File: config.mk
export PLATFORM = sky130hd
export DESIGN_NAME = prog_mux_array
export DESIGN_NICKNAME = d
export VERILOG_FILES = /design/src/rtl/prog_mux_array.sv
export SDC_FILE = /design/constraint.sdc
export NUM_CORES = 1
export LEC_CHECK = 0
export CAP_MARGIN = 10
export CORE_UTILIZATION = 55
export CTS_CLUSTER_DIAMETER = 200
export DETAILED_ROUTE_END_ITERATION = 10
export PLACE_DENSITY = 0.8
export SYNTH_ARGS = -nofsm -noshare
export SYNTH_HDL_FRONTEND = slang
export SYNTH_SLANG_ARGS = --single-unit
File: constraint.sdc
create_clock -name prog_clk_i -period 4.3 [get_ports prog_clk_i]
set_input_delay 0.86 -clock prog_clk_i [delete_from_list [all_inputs] [get_ports prog_clk_i]]
set_output_delay 0.86 -clock prog_clk_i [all_outputs]
set_load 0.005 [all_outputs]
File: src/rtl/prog_mux_array.sv
// ---------------------------------------------------------------------------
// prog_mux_array
//   Bank of N_OUT independent N_IN:1 multiplexers whose selects are loaded
//   serially over a daisy-chained programming shift chain. Incoming bits are
//   collected in a shadow shift register. They reach the active select
//   register only on an accepted commit, so routing never changes while a
//   load is in progress.
//
//   Optional feature macro: PROG_PARITY_EN
//     defined   : the chain is one bit longer. The last-shifted bit is an
//                 even-parity bit, and a commit is accepted only when the XOR
//                 over the whole chain is 0.
//     undefined : no integrity check.
//
// Ports
//   prog_clk_i     programming clock; all state changes on its rising edge
//   prog_rst_i     asynchronous active-high reset
//   in_i           fabric data inputs shared by every mux
//   out_o          out_o[j] = in_i[sel_j]; 0 when sel_j is out of range
//   prog_in_i      serial configuration bit
//   prog_en_i      shift enable
//   prog_commit_i  request a shadow -> active transfer
//   prog_out_o     shift-chain MSB, feeds prog_in_i of the next tile
//   prog_ready_o   chain holds a complete image (count saturated)
//   prog_err_o     sticky protocol/integrity error, cleared by accepted commit
// ---------------------------------------------------------------------------
module prog_mux_array #(
  parameter int unsigned N_IN  = 16,
  parameter int unsigned N_OUT = 4
) (
  input  logic             prog_clk_i,
  input  logic             prog_rst_i,
  input  logic [N_IN-1:0]  in_i,
  output logic [N_OUT-1:0] out_o,
  input  logic             prog_in_i,
  input  logic             prog_en_i,
  input  logic             prog_commit_i,
  output logic             prog_out_o,
  output logic             prog_ready_o,
  output logic             prog_err_o
);

  localparam int unsigned SEL_W = $clog2(N_IN);
  localparam int unsigned CFG_W = N_OUT * SEL_W;
`ifdef PROG_PARITY_EN
  localparam int unsigned CHAIN_W = CFG_W + 1;
`else
  localparam int unsigned CHAIN_W = CFG_W;
`endif
  localparam int unsigned CNT_W = $clog2(CHAIN_W + 1);
  localparam int unsigned PAD_W = 1 << SEL_W;
  localparam logic [CNT_W-1:0] CntFull = CNT_W'(CHAIN_W);

  // Load progress, derived from the bit count rather than stored separately.
  typedef enum logic [1:0] {
    StEmpty,
    StLoading,
    StFull
  } load_state_e;

  logic [CHAIN_W-1:0] sh_q, sh_d;
  logic [CFG_W-1:0]   active_q, active_d;
  logic [CNT_W-1:0]   cnt_q, cnt_d;
  logic               err_q, err_d;

  load_state_e        load_state;
  logic               parity_ok;
  logic               commit_ok;
  logic [CFG_W-1:0]   payload;

  // ---------------------------------------------------------------------------
  // Load status
  // ---------------------------------------------------------------------------
  always_comb begin
    load_state = StLoading;
    if (cnt_q == '0) begin
      load_state = StEmpty;
    end else if (cnt_q == CntFull) begin
      load_state = StFull;
    end
  end

  // The first-shifted bit ends up at the chain MSB, which is the MSB of the
  // highest mux's select; a parity bit, if any, sits below the payload.
  assign payload = sh_q[CHAIN_W-1 -: CFG_W];

`ifdef PROG_PARITY_EN
  assign parity_ok = ~(^sh_q);
`else
  assign parity_ok = 1'b1;
`endif

  // A commit that arrives together with a shift is refused: the image it
  // would copy is being modified on the same edge.
  assign commit_ok = prog_commit_i && !prog_en_i && (load_state == StFull) && parity_ok;

  // ---------------------------------------------------------------------------
  // Next-state logic
  // ---------------------------------------------------------------------------
  always_comb begin
    sh_d     = sh_q;
    active_d = active_q;
    cnt_d    = cnt_q;
    err_d    = err_q;

    // The chain keeps moving while enabled even when already full, so a
    // tile can pass a longer stream through to its neighbours.
    if (prog_en_i) begin
      sh_d = {sh_q[CHAIN_W-2:0], prog_in_i};
      if (cnt_q != CntFull) begin
        cnt_d = cnt_q + 1'b1;
      end
    end

    if (commit_ok) begin
      active_d = payload;
      cnt_d    = '0;
      err_d    = 1'b0;
    end else if (prog_commit_i) begin
      err_d = 1'b1;
    end
  end

  always_ff @(posedge prog_clk_i or posedge prog_rst_i) begin
    if (prog_rst_i) begin
      sh_q     <= '0;
      active_q <= '0;
      cnt_q    <= '0;
      err_q    <= 1'b0;
    end else begin
      sh_q     <= sh_d;
      active_q <= active_d;
      cnt_q    <= cnt_d;
      err_q    <= err_d;
    end
  end

  // ---------------------------------------------------------------------------
  // Mux bank
  // ---------------------------------------------------------------------------
  // Inputs are zero-extended to a power of two so that select codes at or
  // above N_IN read a constant 0 instead of indexing past the vector.
  logic [PAD_W-1:0] in_pad;

  always_comb begin
    in_pad           = '0;
    in_pad[N_IN-1:0] = in_i;
  end

  for (genvar j = 0; j < N_OUT; j++) begin : g_mux
    logic [SEL_W-1:0] sel;
    assign sel      = active_q[j*SEL_W +: SEL_W];
    assign out_o[j] = in_pad[sel];
  end

  // ---------------------------------------------------------------------------
  // Status outputs
  // ---------------------------------------------------------------------------
  assign prog_out_o   = sh_q[CHAIN_W-1];
  assign prog_ready_o = (load_state == StFull);
  assign prog_err_o   = err_q;

endmodule

==> impl_metrics.prom, run 1 <==
# TYPE chip_impl_metric gauge
chip_impl_info{name="run_status",value="finished, final reports clean"} 1
chip_impl_metric{name="detailedPlace.worstSlack",unit="ns"} 0.932
chip_impl_metric{name="cellInternalPower",unit="mW"} 1.07
chip_impl_metric{name="core_area",unit="um^2"} 3470
chip_impl_metric{name="final-instance-count-excl-fill",unit=""} 204
chip_impl_metric{name="drive_gt1_frac",unit=""} 0.411
chip_impl_metric{name="final.setup_skew",unit="ns"} 0.00396
chip_impl_metric{name="synth_largest_type_area_fraction",unit=""} 0.461
chip_impl_metric{name="cellPowerDensity",unit="nW/um^2"} 575
chip_impl_metric{name="drt_pass1_iterations",unit=""} 4
chip_impl_metric{name="synth-seq-cells",unit=""} 38
chip_impl_metric{name="route.detailed.wl_per_inst",unit="um"} 18.0
chip_impl_metric{name="place.gp.congestion",unit=""} 0.780
chip_impl_metric{name="die_area",unit="um^2"} 4000
chip_impl_metric{name="flow.area_growth_from_synthesis",unit="%"} 22.9
chip_impl_metric{name="grt_pass1_vias",unit=""} 1330
chip_impl_metric{name="report.final.hold_viol_count",unit=""} 0
chip_impl_metric{name="place.detailed.hpwl",unit="mm"} 2.64
chip_impl_metric{name="critical_path.n_buffers_inverters",unit=""} 2
chip_impl_metric{name="track_usage",unit=""} 0.206
chip_impl_metric{name="switching_power",unit="mW"} 0.392
chip_impl_metric{name="mappedNetlistNets",unit=""} 147
chip_impl_metric{name="power.switching_fraction",unit=""} 0.269
chip_impl_metric{name="finalInstanceArea",unit="um^2"} 2530
chip_impl_metric{name="worst-endpoint-arrival",unit="ns"} 2.51
chip_impl_metric{name="start_util",unit=""} 0.595
chip_impl_info{name="most_common_flop_cell_mapped_by_yosys",value="sky130_fd_sc_hd__dfrtp_1"} 1
chip_impl_info{name="tritoncts",value="yes"} 1
chip_impl_metric{name="max_cap_viols",unit=""} 0
chip_impl_info{name="most_used_cells_in_the_layout_excluding_fill_and_tap_cells",value="38 x sky130_fd_sc_hd__dfrtp_1, 27 x sky130_fd_sc_hd__clkdlybuf4s50_1, 23 x sky130_fd_sc_hd__mux2_2"} 1
chip_impl_metric{name="post-place-cells",unit=""} 195
chip_impl_metric{name="grt-ovfl-total",unit=""} 0
chip_impl_metric{name="setup_violations",unit=""} 0
chip_impl_metric{name="cts_sinks",unit=""} 38
chip_impl_info{name="synthTopCellsByArea",value="sky130_fd_sc_hd__dfrtp_1 46%, sky130_fd_sc_hd__mux4_2 17%, sky130_fd_sc_hd__mux2_2 13%"} 1
chip_impl_metric{name="cts_hold_repair.buffers",unit=""} 0
chip_impl_metric{name="postLayoutSetupSlackWorst",unit="ns"} 0.933
chip_impl_info{name="crit_slowest_cell",value="sky130_fd_sc_hd__clkdlybuf4s50_1"} 1
chip_impl_metric{name="dieWidth",unit="um"} 63.3
chip_impl_metric{name="cts_setup_buffers",unit=""} 0
chip_impl_info{name="hold_path_class",value="register to register"} 1
chip_impl_metric{name="leakagePower",unit="nW"} 1.07
chip_impl_metric{name="power.share.clock",unit=""} 0.253
chip_impl_metric{name="pin_count_of_the_biggest_net_entering_global_routing",unit=""} 30
chip_impl_metric{name="cp_data_required_time",unit="ns"} 3.44
chip_impl_metric{name="die_y_extent",unit="um"} 63.3
chip_impl_metric{name="maximum_vdd_drop",unit="V"} 0.000407
chip_impl_metric{name="synth_warnings",unit=""} 0
chip_impl_metric{name="report.final.slew_viol_count",unit=""} 0
chip_impl_info{name="layout.cells.most_common",value="sky130_fd_sc_hd__dfrtp_1"} 1
chip_impl_metric{name="cts_max_path_buffers",unit=""} 2
chip_impl_metric{name="rows",unit=""} 21
chip_impl_metric{name="synthesis.area",unit="um^2"} 2060
chip_impl_metric{name="tns",unit="ns"} 0
chip_impl_metric{name="route.detailed.vias_per_inst",unit=""} 5.89
chip_impl_metric{name="h-tree-depth",unit=""} 2
chip_impl_metric{name="post_synth_num_cell_types",unit=""} 26
chip_impl_metric{name="period_needed",unit="ns"} 3.37
chip_impl_metric{name="placed_cell_area",unit="um^2"} 2360
chip_impl_metric{name="drt-initial-drc-count",unit=""} 60
chip_impl_metric{name="clk_transition_reported_paths",unit="ns"} 0.07
chip_impl_metric{name="detail-route-antenna-nets",unit=""} 0
chip_impl_metric{name="n_antenna_cell",unit=""} 0
chip_impl_metric{name="final_min_period_over_clock_period",unit=""} 0.783
chip_impl_info{name="worst_setup_path_end_kind",value="output port"} 1
chip_impl_metric{name="combPwrFrac",unit=""} 0.313
chip_impl_metric{name="relSlewSlack",unit=""} 0.761
chip_impl_info{name="root_buffer",value="sky130_fd_sc_hd__clkbuf_8"} 1
chip_impl_metric{name="worst-slew-pin-transition",unit="ns"} 0.359
chip_impl_metric{name="maxClockFrequency",unit="MHz"} 297
chip_impl_metric{name="cts_buffers",unit=""} 5
chip_impl_metric{name="num-nets-final",unit=""} 180
chip_impl_metric{name="number_of_flops_mapped_to_enable_cells_by_yosys",unit=""} 0
chip_impl_metric{name="pin_count",unit=""} 28
chip_impl_metric{name="drc",unit=""} 0
chip_impl_metric{name="grt_antenna_before_repair",unit=""} 0
chip_impl_info{name="gate_family_responsible_for_the_most_delay_along_the_worst_path",value="buffers and inverters"} 1
chip_impl_metric{name="route.final.wire_length",unit="mm"} 3.67
chip_impl_metric{name="critical-path-max-stage-delay",unit="ns"} 0.48
chip_impl_info{name="synth_largest_area_cell",value="sky130_fd_sc_hd__dfrtp_1"} 1
chip_impl_metric{name="synth_cells",unit=""} 124
chip_impl_metric{name="asyncSetResetFlopFracSynth",unit=""} 1.00
chip_impl_info{name="crit_chain",value="clkdlybuf4s50_1 > mux4_2 > mux2i_1 > mux2i_1 > clkdlybuf4s50_1"} 1
chip_impl_metric{name="route.vias.total",unit=""} 1201
chip_impl_metric{name="seqPwrFrac",unit=""} 0.433
chip_impl_info{name="criticalPathCategory",value="primary input to output port"} 1
chip_impl_info{name="grt_setup_unrepaired",value="false"} 1
chip_impl_info{name="crit_path_start_kind",value="primary input"} 1
chip_impl_metric{name="synth-seq-area-share",unit=""} 0.461
chip_impl_metric{name="critical_path.max_fanout",unit=""} 4
chip_impl_metric{name="clk_latency",unit="ns"} 0.29
chip_impl_metric{name="post_cts_resize_count",unit=""} 0
chip_impl_metric{name="first_pass_grt_wire_length",unit="mm"} 6.18
chip_impl_metric{name="synth.avg_cell_area",unit="um^2"} 16.6
chip_impl_metric{name="count_of_input_and_output_buffers",unit=""} 27
==> per-stage QoR <==
step	hold WS [ns]	utilization	power (mW)
finish	0.486	0.731	1.46
global route	0.499	0.731	1.54
CTS	0.491	0.723	1.47
detailed placement	0.470	0.682	1.09
global placement	0.464	0.682	1.07
floorplan	0.460	-	0.928
==> worst register-to-register path, stage by stage (launching register included) <==
cell                       delay, ns
sky130_fd_sc_hd__dfrtp_1        0.43
sky130_fd_sc_hd__inv_1          0.08
sky130_fd_sc_hd__ha_1           0.15
sky130_fd_sc_hd__and4bb_1       0.43
sky130_fd_sc_hd__mux2i_2        0.35
sky130_fd_sc_hd__mux2_4         0.33
==> cell families after synthesis <==
kind of cell,share of synthesized area
compound gates,0.0188
xor+xnor,0.00849
fa+ha+maj,0.0121
buf+inv,0.0255
flops,0.461
mux,0.438
simple gates,0.0364
==> layer usage <==
layer / share of wire / GRT usage
met1: 0.42 / 0.247
met2: 0.50 / 0.349
met3: 0.050 / 0.0525
met4: 0.028 / 0.0938
met5: 0 / 0
==> layout make-up <==
| cell class | instances | area (um^2) |
|---|---|---|
| clock buffers | 6 | 82.6 |
| clock inverters | 2 | 60.1 |
| fillers | 238 | 933 |
| inverters | 3 | 11.3 |
| multi-input cells | 79 | 1060 |
| flip-flops and latches | 38 | 951 |
| well taps | 46 | 57.6 |
| repair buffers | 30 | 313 |
==> flip-flops by register name (all words and copies together) (netlist names) <==
register    count
payload        16
active_q       16
prog_err_o      1
cnt_q           5
==> worst paths after layout <==
path	slack, ns	start	end	cells past startpoint
max in group asynchronous	2.89	prog_rst_i	active_q[11]	4
min reg2reg	0.49	prog_err_o	prog_err_o	1
max reg2reg	2.44	cnt_q[0]	cnt_q[1]	5
max	0.93	in_i[8]	out_o[0]	5
min	0.49	prog_err_o	prog_err_o	1
min in group asynchronous	0.80	prog_rst_i	active_q[6]	2
==> Yosys cell counts (all sizes together), types with 2 or more instances <==
cell    number
mux2i       13
dfrtp       38
mux2        33
nand2b       2
ha           2
buf          4
mux4        16
inv          3
==> power groups by stage <==
stage / sequential [mW] / combinational, mW / clock [mW]
final: 0.632 / 0.457 / 0.369
after global routing: 0.658 / 0.493 / 0.389
after CTS: 0.634 / 0.459 / 0.376
after detailed placement: 0.638 / 0.454 / 0
after global placement: 0.629 / 0.439 / 0
after floorplan: 0.593 / 0.335 / 0
(Power assumes the default switching activity.)
==> run 2, diff against run 1 <==
--- a/config.mk
+++ b/config.mk
@@ -6,10 +6,10 @@
 export NUM_CORES = 1
 export LEC_CHECK = 0
 export CAP_MARGIN = 10
-export CORE_UTILIZATION = 55
+export CORE_UTILIZATION = 49
 export CTS_CLUSTER_DIAMETER = 200
 export DETAILED_ROUTE_END_ITERATION = 10
-export PLACE_DENSITY = 0.8
+export PLACE_DENSITY = 0.75
 export SYNTH_ARGS = -nofsm -noshare
 export SYNTH_HDL_FRONTEND = slang
 export SYNTH_SLANG_ARGS = --single-unit
==> constraint.sdc (replaced) <==
create_clock -name prog_clk_i -period 2.7 [get_ports prog_clk_i]
set_input_delay 0.54 -clock prog_clk_i [delete_from_list [all_inputs] [get_ports prog_clk_i]]
set_output_delay 0.54 -clock prog_clk_i [all_outputs]
set_load 0.005 [all_outputs]
==> run 2 against run 1 <==
Worst setup slack got worse by 0.80 ns. First-iteration DRC count fell by 10%. Critical path type is now register to output port. Final cell count rose by 0.98%. Final area fell by 4.2%. Highest routed layer unchanged. Hold slack got worse by 0.0015 ns.
==> impl_metrics.prom, run 2 (same netlist as run 1, synthesis figures left out) <==
# TYPE chip_impl_metric gauge
chip_impl_info{name="run_status",value="finished, final reports clean"} 1
chip_impl_metric{name="worst-endpoint-arrival",unit="ns"} 2.02
chip_impl_metric{name="n_antenna_cell",unit=""} 0
chip_impl_info{name="hold_path_class",value="register to register"} 1
chip_impl_info{name="worst_setup_path_end_kind",value="output port"} 1
chip_impl_metric{name="final.setup_skew",unit="ns"} 0.00655
chip_impl_info{name="crit_chain",value="mux4_2 > mux2i_1 > mux2i_1 > clkdlybuf4s50_1"} 1
chip_impl_metric{name="critical_path.n_buffers_inverters",unit=""} 1
chip_impl_info{name="setup.worst_path.start",value="active_q[12]"} 1
chip_impl_metric{name="relSlewSlack",unit=""} 0.685
chip_impl_metric{name="num-nets-final",unit=""} 179
chip_impl_metric{name="place.gp.congestion",unit=""} 0.751
chip_impl_metric{name="grt-ovfl-total",unit=""} 0
chip_impl_metric{name="detail-route-antenna-nets",unit=""} 0
chip_impl_metric{name="path_depth",unit=""} 4
chip_impl_metric{name="switching_power",unit="mW"} 0.613
chip_impl_info{name="gate_family_responsible_for_the_most_delay_along_the_worst_path",value="multiplexers"} 1
chip_impl_metric{name="report.final.slew_viol_count",unit=""} 0
chip_impl_metric{name="start_util",unit=""} 0.512
chip_impl_metric{name="critical_path.max_fanout",unit=""} 5
chip_impl_info{name="root_buffer",value="sky130_fd_sc_hd__clkbuf_8"} 1
chip_impl_metric{name="die_y_extent",unit="um"} 66.9
chip_impl_info{name="crit_path_start_kind",value="register"} 1
chip_impl_metric{name="count_of_input_and_output_buffers",unit=""} 27
chip_impl_metric{name="cts_max_path_buffers",unit=""} 2
chip_impl_metric{name="cts_hold_repair.buffers",unit=""} 0
chip_impl_metric{name="final_min_period_over_clock_period",unit=""} 0.949
chip_impl_metric{name="combPwrFrac",unit=""} 0.338
chip_impl_metric{name="drt_pass1_iterations",unit=""} 4
chip_impl_metric{name="h-tree-depth",unit=""} 2
chip_impl_metric{name="dieWidth",unit="um"} 66.9
chip_impl_info{name="hold_path_startpoint",value="prog_err_o"} 1
chip_impl_metric{name="clk_latency",unit="ns"} 0.29
chip_impl_metric{name="grt_antenna_before_repair",unit=""} 0
chip_impl_metric{name="worst-slew-pin-transition",unit="ns"} 0.473
chip_impl_metric{name="critical-path-max-stage-delay",unit="ns"} 0.56
chip_impl_metric{name="cellPowerDensity",unit="nW/um^2"} 851
chip_impl_metric{name="drc",unit=""} 0
chip_impl_info{name="crit_slowest_cell",value="sky130_fd_sc_hd__mux4_2"} 1
chip_impl_metric{name="place.detailed.hpwl",unit="mm"} 2.70
chip_impl_metric{name="route.detailed.vias_per_inst",unit=""} 5.83
chip_impl_metric{name="drive_gt1_frac",unit=""} 0.391
chip_impl_metric{name="rows",unit=""} 23
chip_impl_metric{name="power.share.clock",unit=""} 0.178
chip_impl_metric{name="cts_sinks",unit=""} 38
chip_impl_info{name="grt_setup_unrepaired",value="false"} 1
chip_impl_info{name="most_used_cells_in_the_layout_excluding_fill_and_tap_cells",value="38 x sky130_fd_sc_hd__dfrtp_1, 23 x sky130_fd_sc_hd__mux2_2, 17 x sky130_fd_sc_hd__dlygate4sd2_1"} 1
chip_impl_info{name="critPathMostFrequentCell",value="sky130_fd_sc_hd__mux2i_1"} 1
chip_impl_metric{name="postLayoutSetupSlackWorst",unit="ns"} 0.138
chip_impl_metric{name="cts_setup_buffers",unit=""} 0
chip_impl_metric{name="track_usage",unit=""} 0.198
chip_impl_metric{name="leakagePower",unit="nW"} 1.05
chip_impl_metric{name="reg2regPathDepth",unit=""} 5
chip_impl_info{name="r2r_start",value="cnt_q[0]"} 1
chip_impl_metric{name="first_pass_grt_wire_length",unit="mm"} 6.18
chip_impl_metric{name="flow.area_growth_from_synthesis",unit="%"} 17.6
chip_impl_metric{name="grt_pass1_vias",unit=""} 1253
chip_impl_metric{name="route.final.wire_length",unit="mm"} 3.70
chip_impl_metric{name="whs_path_depth",unit=""} 1
chip_impl_metric{name="clk_transition_reported_paths",unit="ns"} 0.07
chip_impl_metric{name="route.detailed.wl_per_inst",unit="um"} 18.0
chip_impl_metric{name="pin_count",unit=""} 28
chip_impl_info{name="tritoncts",value="yes"} 1
chip_impl_metric{name="report.final.hold_viol_count",unit=""} 0
chip_impl_metric{name="final-instance-count-excl-fill",unit=""} 206
chip_impl_metric{name="maximum_vdd_drop",unit="V"} 0.000448
chip_impl_metric{name="route.vias.total",unit=""} 1200
chip_impl_metric{name="setup_violations",unit=""} 0
chip_impl_metric{name="core_area",unit="um^2"} 4030
chip_impl_metric{name="cp_data_required_time",unit="ns"} 2.16
chip_impl_metric{name="die_area",unit="um^2"} 4470
chip_impl_metric{name="period_needed",unit="ns"} 2.56
chip_impl_metric{name="power.switching_fraction",unit=""} 0.297
chip_impl_metric{name="fill_cells",unit=""} 320
chip_impl_info{name="layout.cells.most_common",value="sky130_fd_sc_hd__dfrtp_1"} 1
chip_impl_metric{name="max_cap_viols",unit=""} 0
chip_impl_metric{name="detailedPlace.worstSlack",unit="ns"} -0.119
chip_impl_metric{name="pin_count_of_the_biggest_net_entering_global_routing",unit=""} 39
chip_impl_metric{name="post-place-cells",unit=""} 199
chip_impl_metric{name="maxClockFrequency",unit="MHz"} 390
chip_impl_info{name="criticalPathCategory",value="register to output port"} 1
chip_impl_metric{name="seqPwrFrac",unit=""} 0.485
chip_impl_metric{name="drt-initial-drc-count",unit=""} 54
chip_impl_metric{name="cellInternalPower",unit="mW"} 1.45
chip_impl_metric{name="cts_buffers",unit=""} 5
-- run 2: cell types whose count changed in the layout (fill, tap and decap cells not counted) --
cell,change
sky130_fd_sc_hd__buf_16,-1
sky130_fd_sc_hd__bufinv_16,-2
sky130_fd_sc_hd__dlygate4sd2_1,+17
sky130_fd_sc_hd__dlymetal6s2s_1,+1
sky130_fd_sc_hd__clkdlybuf4s50_1,-18
sky130_fd_sc_hd__clkbuf_8,-1
sky130_fd_sc_hd__clkbuf_1,+2
-- run 2: worst paths after layout --
check | endpoint | slack, ns
worst max-delay path | out_o[3] | 0.14
worst min-delay path | prog_err_o | 0.48
worst max register to register | cnt_q[1] | 0.86
worst min register to register | prog_err_o | 0.48
max in group asynchronous | payload[15] | 1.69
min in group asynchronous | active_q[2] | 0.67
-- run 2: through the flow --
step                instance area, um^2  power, mW  hold WS, ns  utilization  TNS, ns
finish                             2430       2.07        0.485        0.602        0
global route                       2430       2.19        0.516        0.602        0
CTS                                2420       2.09        0.490        0.602        0
detailed placement                 2370       1.74        0.470        0.588   -0.262
global placement                   2370       1.70        0.465        0.588   -0.103
floorplan                          2060       1.48        0.460            -        0
-- run 2: power groups by stage --
stage	clock network, mW	registers, mW	logic, mW
3_3_place_gp	0	1.00	0.703
5_1_grt	0.396	1.04	0.757
2_1_floorplan	0	0.944	0.533
6_report	0.367	1.00	0.697
3_5_place_dp	0	1.01	0.728
4_1_cts	0.378	1.00	0.708
-- run 2: worst reg2reg max path, delay by kind of cell (launching register included) --
family | cells | cell delay, ns
adders and majority gates | 1 | 0.14
DFF | 1 | 0.43
and+or+nand+nor | 1 | 0.42
buffers and inverters | 1 | 0.08
muxes | 2 | 0.67
-- run 2: what timing repair did --
| item | 4_1_cts | 5_1_grt |
|---|---|---|
| endpoints found under the setup margin | 4 | 2 |
| gates resized for setup | 17 | 1 |
| pin swaps | 0 | 0 |
-- run 2: cell type report --
| cell class | instances | area (um^2) | area share |
|---|---|---|---|
| multi-input combinational | 79 | 1060 | 0.437 |
| sequential | 38 | 951 | 0.392 |
| timing repair buffer | 29 | 267 | 0.110 |
| clock buffer | 7 | 76.3 | 0.0314 |
| tap | 50 | 62.6 | 0.0258 |
| inverter | 3 | 11.3 | 0.00464 |
-- run 2: layer usage --
layer / GRT usage / wire (um)
met4: 0.0878 / 74
met1: 0.262 / 1730
met5: 0 / 0
met2: 0.304 / 1710
met3: 0.0531 / 188
